### src/rtl/clock_div_pkg.sv
// Shared constants and helpers for the multi-channel clock divider.
// Pure constants/functions: no latency, no backpressure.
package clock_div_pkg;

  localparam int MIN_DIV = 2;

  function automatic int clog2(input int n);
    int r;
    int v;
    r = 0;
    v = n - 1;
    while (v > 0) begin
      r++;
      v = v >> 1;
    end
    return r;
  endfunction

  // Divisors below 2 cannot form a square wave; they run as divide-by-2.
  function automatic logic [31:0] clamp_div(input logic [31:0] x);
    return (x < 32'(MIN_DIV)) ? 32'(MIN_DIV) : x;
  endfunction

endpackage

### src/rtl/clock_div_chan.sv
// One divider channel: shadow/active divisor, period counter, registered outputs.
// Latency: outputs register one cycle after the counter value they reflect.
// Backpressure: none; writes are always accepted into the shadow divisor.
module clock_div_chan
  import clock_div_pkg::*;
#(
  parameter int DIV_W       = 18,
  parameter int DEFAULT_DIV = 131072
) (
  input  logic             clock,
  input  logic             reset,
  input  logic             en,
  input  logic             sync,
  input  logic             wr_en,
  input  logic [DIV_W-1:0] wr_div,
  output logic             div_clock,
  output logic             tick,
  output logic             pending
);

  localparam logic [DIV_W-1:0] RST_DIV = DIV_W'(clamp_div(32'(DEFAULT_DIV)));

  logic [DIV_W-1:0] shadow_q;
  logic [DIV_W-1:0] active_q;
  logic [DIV_W-1:0] cnt_q;
  logic [DIV_W-1:0] cnt_nxt;
  logic             restart;
  logic             wrap;
  logic             boundary;

  // active_q is clamped at load time, so active_q-1 never underflows.
  always_comb begin
    restart  = sync || !en;
    wrap     = (cnt_q == (active_q - 1'b1));
    boundary = restart || wrap;
    cnt_nxt  = boundary ? '0 : cnt_q + 1'b1;
  end

  always_ff @(posedge clock) begin
    if (reset) begin
      shadow_q  <= RST_DIV;
      active_q  <= RST_DIV;
      cnt_q     <= '0;
      div_clock <= 1'b0;
      tick      <= 1'b0;
      pending   <= 1'b0;
    end else begin
      if (wr_en) begin
        shadow_q <= wr_div;
      end
      // A load in the same cycle as a write still picks up the old shadow.
      if (boundary) begin
        active_q <= DIV_W'(clamp_div(32'(shadow_q)));
      end
      cnt_q     <= cnt_nxt;
      tick      <= !restart && wrap;
      div_clock <= !restart && (cnt_nxt >= (active_q >> 1));
      if (wr_en) begin
        pending <= 1'b1;
      end else if (boundary) begin
        pending <= 1'b0;
      end
    end
  end

endmodule

### src/rtl/clock_div_multi.sv
// Multi-channel programmable clock-enable generator with glitch-free divisor updates.
// Latency: tick/div_clock registered; a written divisor applies at the next period boundary.
// Backpressure: none; out-of-range channel writes are dropped.
module clock_div_multi
  import clock_div_pkg::*;
#(
  parameter  int NUM_CH      = 4,
  parameter  int DIV_W       = 18,
  parameter  int DEFAULT_DIV = 131072,
  localparam int CH_W        = (clog2(NUM_CH) > 1) ? clog2(NUM_CH) : 1
) (
  input  logic              clock,
  input  logic              reset,
  input  logic [NUM_CH-1:0] en,
  input  logic              sync,
  input  logic              wr_en,
  input  logic [CH_W-1:0]   wr_ch,
  input  logic [DIV_W-1:0]  wr_div,
  output logic [NUM_CH-1:0] div_clock,
  output logic [NUM_CH-1:0] tick,
  output logic [NUM_CH-1:0] pending
);

  logic wr_hit;

  // wr_ch can encode more values than there are channels when NUM_CH is not a power of two.
  assign wr_hit = wr_en && (32'(wr_ch) < 32'(NUM_CH));

  for (genvar c = 0; c < NUM_CH; c++) begin : g_ch
    logic ch_wr;

    assign ch_wr = wr_hit && (wr_ch == CH_W'(c));

    clock_div_chan #(
      .DIV_W       (DIV_W),
      .DEFAULT_DIV (DEFAULT_DIV)
    ) u_chan (
      .clock     (clock),
      .reset     (reset),
      .en        (en[c]),
      .sync      (sync),
      .wr_en     (ch_wr),
      .wr_div    (wr_div),
      .div_clock (div_clock[c]),
      .tick      (tick[c]),
      .pending   (pending[c])
    );
  end

endmodule

### config.mk
export PLATFORM = sky130hd
export DESIGN_NAME = clock_div_multi
export DESIGN_NICKNAME = d
export VERILOG_FILES = /design/src/rtl/clock_div_pkg.sv /design/src/rtl/clock_div_chan.sv /design/src/rtl/clock_div_multi.sv
export SDC_FILE = /design/constraint.sdc
export NUM_CORES = 1
export LEC_CHECK = 0
export ABC_AREA = 1
export CAP_MARGIN = 10
export CORE_ASPECT_RATIO = 0.7
export CORE_UTILIZATION = 57
export CTS_CLUSTER_DIAMETER = 40
export CTS_CLUSTER_SIZE = 28
export DETAILED_ROUTE_END_ITERATION = 8
export GPL_TIMING_DRIVEN = 0
export PLACE_DENSITY_LB_ADDON = 0.3
export SYNTH_ARGS = -nofsm -noshare
export SYNTH_HDL_FRONTEND = slang
export SYNTH_HIERARCHICAL = 1
export SYNTH_SLANG_ARGS = --single-unit
### constraint.sdc
create_clock -name clock -period 2.82 [get_ports clock]
set_input_delay 0.846 -clock clock [delete_from_list [all_inputs] [get_ports clock]]
set_output_delay 0.846 -clock clock [all_outputs]
set_load 0.01 [all_outputs]
Word level (Yosys, flattened, before mapping):

Cells that the tools add are included.

* register bits after elaboration: 228
* input bits: 28
* output and inout port bits: 12

* add/sub/neg operators: 8
* order comparisons: 8
* equality and inequality tests: 7
* mux-type cells: 16
* reduce and logical (&&, ||, !) cells: 33

Operators with widths (count)
* $mux 18: 8
* $add 18x1->18 const B: 4
* $eq 18x18->1: 4
* $ge 18x17->1: 4
* $lt 18x2->1 const B: 4
* $sub 18x1->18 const B: 4
* $logic_and 1x1->1: 12
* $logic_not 1->1: 8
* $logic_or 1x1->1: 8
* $mux 1: 8
* $reduce_bool 2->1: 4
* $eq 2x2->1 const B: 2
* $eq 2x1->1 const B: 1
* $logic_not 2->1: 1

Logic depth before layout (Yosys ltp):

* depth in word-level cells: 6
* mapped depth: 30
* gate-level depth less buffers: 28

Modules after synthesis:

The synthesis kept the hierarchy.

Modules (own cells, without submodules)
* clock_div_chan (g_ch[0].u_chan ...): instances 2, cells an instance 550, area an instance 3522.1 um^2, seq. area each 1141.1 um^2
* clock_div_chan (g_ch[1].u_chan): instances 1, cells an instance 559, area an instance 3573.4 um^2, seq. area each 1141.1 um^2
* clock_div_chan (g_ch[3].u_chan): instances 1, cells an instance 538, area an instance 3495.9 um^2, seq. area each 1141.1 um^2
* clock_div_multi: instances 1, cells an instance 8, area an instance 30.0 um^2, seq. area each 0.0 um^2

Worst setup path before layout:

No wires, ideal clock.

* kind: register to register
* start: register g_ch[3].u_chan.active_q[0]
* end: register g_ch[3].u_chan.div_clock
* library setup time: 0.118 ns
* arrival time: 2.835 ns
* required time: 2.702 ns
* setup slack: -0.133 ns
* cell stages (with the launch flop): 26
* period minus slack after synthesis: 2.953 ns
* cell sequence: dfxtp_1 -> inv_2 -> ha_1 -> or2_0 -> nand3_1 -> nand2_1 -> nor2_1 -> nand2_1 -> nor2_1 -> nand2_1 -> nor2_2 -> nand2_4 -> nand2_2 -> buf_6 -> buf_2 -> nor2_1 -> ha_1 -> a21oi_1 -> o21a_1 -> nand3_1 -> nand2_1 -> nand2_1 -> nand2_1 -> nand2_1 -> a21oi_1 -> a21oi_1

* word-level cells in the longest chain between the ends: 6

RTL lines
* start, declared: line clock_div_chan.sv:24 `logic [DIV_W-1:0] active_q;`
* start signal, assigned: line clock_div_chan.sv:53 `active_q <= DIV_W'(clamp_div(32'(shadow_q)));`
* $sub 18x1->18: line clock_div_chan.sv:34 `wrap = (cnt_q == (active_q - 1'b1));`
* $eq 18x18->1: line clock_div_chan.sv:34
* $logic_or 1x1->1: line clock_div_chan.sv:35 `boundary = restart || wrap;`
* $mux 18: line clock_div_chan.sv:36 `cnt_nxt = boundary ? '0 : cnt_q + 1'b1;`
* via g_ch[3].u_chan.cnt_nxt[9]: line clock_div_chan.sv:26 `logic [DIV_W-1:0] cnt_nxt;`
* $ge 18x17->1: line clock_div_chan.sv:57 `div_clock <= !restart && (cnt_nxt >= (active_q >> 1));`
* $logic_and 1x1->1: line clock_div_chan.sv:57
* end signal, assigned: line clock_div_chan.sv:57
* end, declared: line clock_div_chan.sv:16 `output logic div_clock,`

The timed path passes the listed nets, and every way through them passes these cells.
A chain may end at the register's enable or synchronous reset.

Final worst setup path:

* start: input port sync
* end: register g_ch[0].u_chan.div_clock

* word-level cells in the longest chain between the ends: 5
* elaborated cells on any way between the ends: 6
* those cells by class: 1 x order compare; 1 x mux; 4 x reduce/logical

RTL lines
* start, declared: line clock_div_multi.sv:15 `input logic sync,`
* $logic_or 1x1->1 *: line clock_div_chan.sv:33 `restart = sync || !en;`
* $logic_or 1x1->1: line clock_div_chan.sv:35
* $mux 18: line clock_div_chan.sv:36
* $ge 18x17->1: line clock_div_chan.sv:57
* $logic_and 1x1->1 *: line clock_div_chan.sv:57
* end signal, assigned: line clock_div_chan.sv:57
* end, declared: line clock_div_chan.sv:16

Every way passes the cells marked *; elsewhere a longest branch is shown, timed or not.

==> results.cfg <==
[pwr]
power_density_nw_per_um2 = 530.3
power.leakage_nw = 7.919
ir_drop_mv = 0.5521
switchingPower_mw = 2.919
comb_power_share = 0.178
p_sw_frac = 0.3240
intPower_mw = 6.091
p_clk_frac = 0.437
p_seq_frac = 0.385

[global_routing]
grt_pass1_wl_mm = 63.70
grt_max_degree = 20
grt_pass1_vias = 13185
antenna_found_initial = 1
grt_usage = 0.3066
overflow = 0

[placed_design]
portBuffers = 39
gp_congestion = 0.9607
dpl_worst_slack_ps = -1213
dp_cells = 2562
hpwlAfterDp_mm = 29.27
place_area_um2 = 14980

[worst_hold_path]
hold_class = register to register
min-delay-start = g_ch[0].u_chan/shadow_q[9]$_SDFFE_PP0P_
hold_depth = 2
min_to = g_ch[0].u_chan/shadow_q[9]$_SDFFE_PP0P_

[clock_tree]
cts_made_buffers = 31
cts-root-buf = clkbuf_16
clk_pin_slew_ps = 70
clkLatencyLatePin_ps = 570
htreeDepth = 1
clockBufferDepth = 3
hold_buffers = 0
cts_sinks = 228
cts_tree = built

[setup_path]
endpoint_kind = register
slowest_stage = clkdlybuf4s50_1
worst-path-max-fanout = 10
r2r_end = g_ch[3].u_chan/div_clock$_SDFF_PP0_
r2r-start = g_ch[3].u_chan/active_q[1]$_SDFFE_PP0P_
arrival_ps = 3710
crit_top_cell = nand2_1
r2r_slack_ps = -340
critPathMaxStageDelay_ps = 650
cp.required_ps = 3320
crit_type = primary input to register
cp_top_family = simple AND/OR/NAND/NOR gates
crit_chain = clkdlybuf4s50_1, nor2_1, clkbuf_1, nand3b_1, ha_1, nand2_1, nor4_1, a31oi_1, nand2_1, a21oi_2, a21oi_1
path_buf_inv = 2
ff2ff_path_depth = 27
start_kind = primary input

[floorplan]
die-area_um2 = 25460
chipWidth_um = 190.3
rows = 47
core-area_um2 = 23990
start_util = 0.5895
fp.dieH_um = 133.8
io_pins = 40

[route]
dr.pass1.iters = 5
vias_per_cell = 5.392
vias = 14397
drt.antenna.violating_nets = 0
drc = 0
drt_first_iter_violations = 1252
finalWirelength_mm = 39.92
wl_per_cell_um = 14.95

[synthesis]
syn-num-nets = 2309
synth_edf_count = 0
synth_seq_cells = 228
synthTopCellsByArea = dfxtp_1 (32%), nand2_1 (14%), nor2_1 (11%)
ys_warn_count = 6
yosysSeqAreaShare = 0.3227
syn_area_um2 = 14140
synthCells = 2205
synth.largest_area_cell = dfxtp_1
synthFlopType = dfxtp_1
synth.distinct_cells = 39
async_flop_share = 0
synth_top_area_share = 0.3227
syn_avg_cell_area_um2 = 6.414

[finish]
multi_input_area_um2 = 8597
drive_gt1_frac = 0.1276
final_cell_mix = nand2_1 (502), nor2_1 (355), inv_1 (295), dfxtp_1 (217), nand3_1 (127)
nNetsFinal = 2431
regArea_um2 = 4581
fillers = 2025
final_cells = 2670
final_common_cell = nand2_1
area_delta_synth_final_pct = 20.12
fin_area_um2 = 16990

[timing]
relSlewSlack = 0.1780
clock_skew_ps = 24.61
tns_ps = -1203
slew_viol_final = 0
period_needed_ps = 3214
finalCritPeriodShare = 1.140
worst_slack_ps = -393.7
worst_slew_pin_slew_ps = 1233
finalHoldViolations = 0
max_freq_mhz = 311.2
setup_viol = 4
rsz0062_at_grt = true

[run]
max_cap_violations = 0

[run_status]
violations = setup timing
status = complete, but fails checks
[synthesized netlist by cell type, drive strengths merged, types with 2 or more instances]
cell type  instances
xnor2             29
a211oi             4
xor2              70
or2                9
buf               33
nand3            130
ha                76
nand4             35
nor3              68
dfxtp            228
nor2             423
nor4              17
inv              308
a21o               4
nand3b             9
clkbuf            30
clkinv             2
o21ai             93
nand2            532
a31oi              3
a21oi             97
[per-stage QoR]
stage | hold slack (ps) | util | total power, mW
after global placement | 459.4 | 0.6245 | 4.895
after global routing | 497.6 | 0.7081 | 9.392
after floorplan | 443.9 | - | 4.550
after CTS | 476.0 | 0.6936 | 8.961
after detailed placement | 464.5 | 0.6245 | 4.941
final | 480.0 | 0.7081 | 9.010
[flip-flops by register name, indices dropped and copies added (netlist names)]
register and cells:
g_ch.u_chan/active_q 72, g_ch.u_chan/cnt_q 72, g_ch.u_chan/shadow_q 72, g_ch.u_chan/div_clock 4
g_ch.u_chan/pending 4, g_ch.u_chan/tick 4
[routing by layer]
metal,part of all wire,vias up,GRT usage
met5,0,-,0
met4,0.026,0,0.08400
met3,0.077,78,0.04265
met2,0.44,497,0.4880
met1,0.46,6634,0.4339
li1,-,7188,-
[cells by family (layout without fill, tap and decap cells)]
family | count (synthesis) | count (layout) | synth area share
buffers and inverters | 373 | 516 | 0.1065
other | 0 | 1 | 0
flip-flops | 228 | 228 | 0.3227
XOR/XNOR | 99 | 99 | 0.06131
adder cells (fa/ha/maj) | 76 | 76 | 0.06723
AND/OR/NAND/NOR | 1223 | 1226 | 0.3668
AO/OA/AOI/OAI | 206 | 206 | 0.07546
[how the worst max path moves through the flow]
stage,depth (start not counted),startpoint,to
finish,11,sync,g_ch[0].u_chan/div_clock$_SDFF_PP0_
global route,26,g_ch[3].u_chan/active_q[1]$_SDFFE_PP0P_,g_ch[3].u_chan/div_clock$_SDFF_PP0_
CTS,25,g_ch[3].u_chan/active_q[1]$_SDFFE_PP0P_,g_ch[3].u_chan/div_clock$_SDFF_PP0_
detailed placement,16,sync,g_ch[3].u_chan/div_clock$_SDFF_PP0_
global placement,17,sync,g_ch[3].u_chan/div_clock$_SDFF_PP0_
floorplan,27,g_ch[3].u_chan/active_q[0]$_SDFFE_PP0P_,g_ch[3].u_chan/div_clock$_SDFF_PP0_
[final cells by class]
cell class | count | share of cell area
tap | 318 | 0.02342
timing repair buffer | 90 | 0.04640
antenna | 1 | 0.0001473
inverter | 310 | 0.06879
multi-input combinational | 1607 | 0.5060
clock buffer | 31 | 0.04566
sequential | 228 | 0.2696
clock inverter | 26 | 0.01753
buffer | 59 | 0.02239
[power by group through the flow]
stage               Combinational, mW  Sequential, mW  Clock (mW)
floorplan                        1.05            3.50           0
global placement                 1.37            3.53           0
detailed placement               1.41            3.53           0
CTS                              1.52            3.46        3.98
global route                     1.79            3.48        4.12
finish                           1.60            3.47        3.94
[worst register-to-register path: stages, from the launching register on]
cell     delay [ps]
dfxtp_2         340
inv_2            50
ha_4            260
inv_2            30
nand2_1          40
nand2_1          40
nor2_1          130
nand2_1          80
nor2_2          140
nand3_1          90
nor2_1           80
nand2_1          60
nor2_2          150
nand2_4          80
nand2_4         110
buf_12          150
nor2_4           40
ha_4            280
nand4_1         140
buf_4           170
a21o_1          160
nand3_2          80
nand2_1          60
nand2_1          60
nand2_1          60
nand2_2          60
a21oi_2          50
a21oi_1         110
[timing repair]
item,CTS,global route
gates resized for setup,84,67
setup buffers,37,16
gates cloned,4,0
endpoints found under the setup margin,6,5
pin swaps,61,63
No activity file was read; power rests on OpenSTA's default activity.
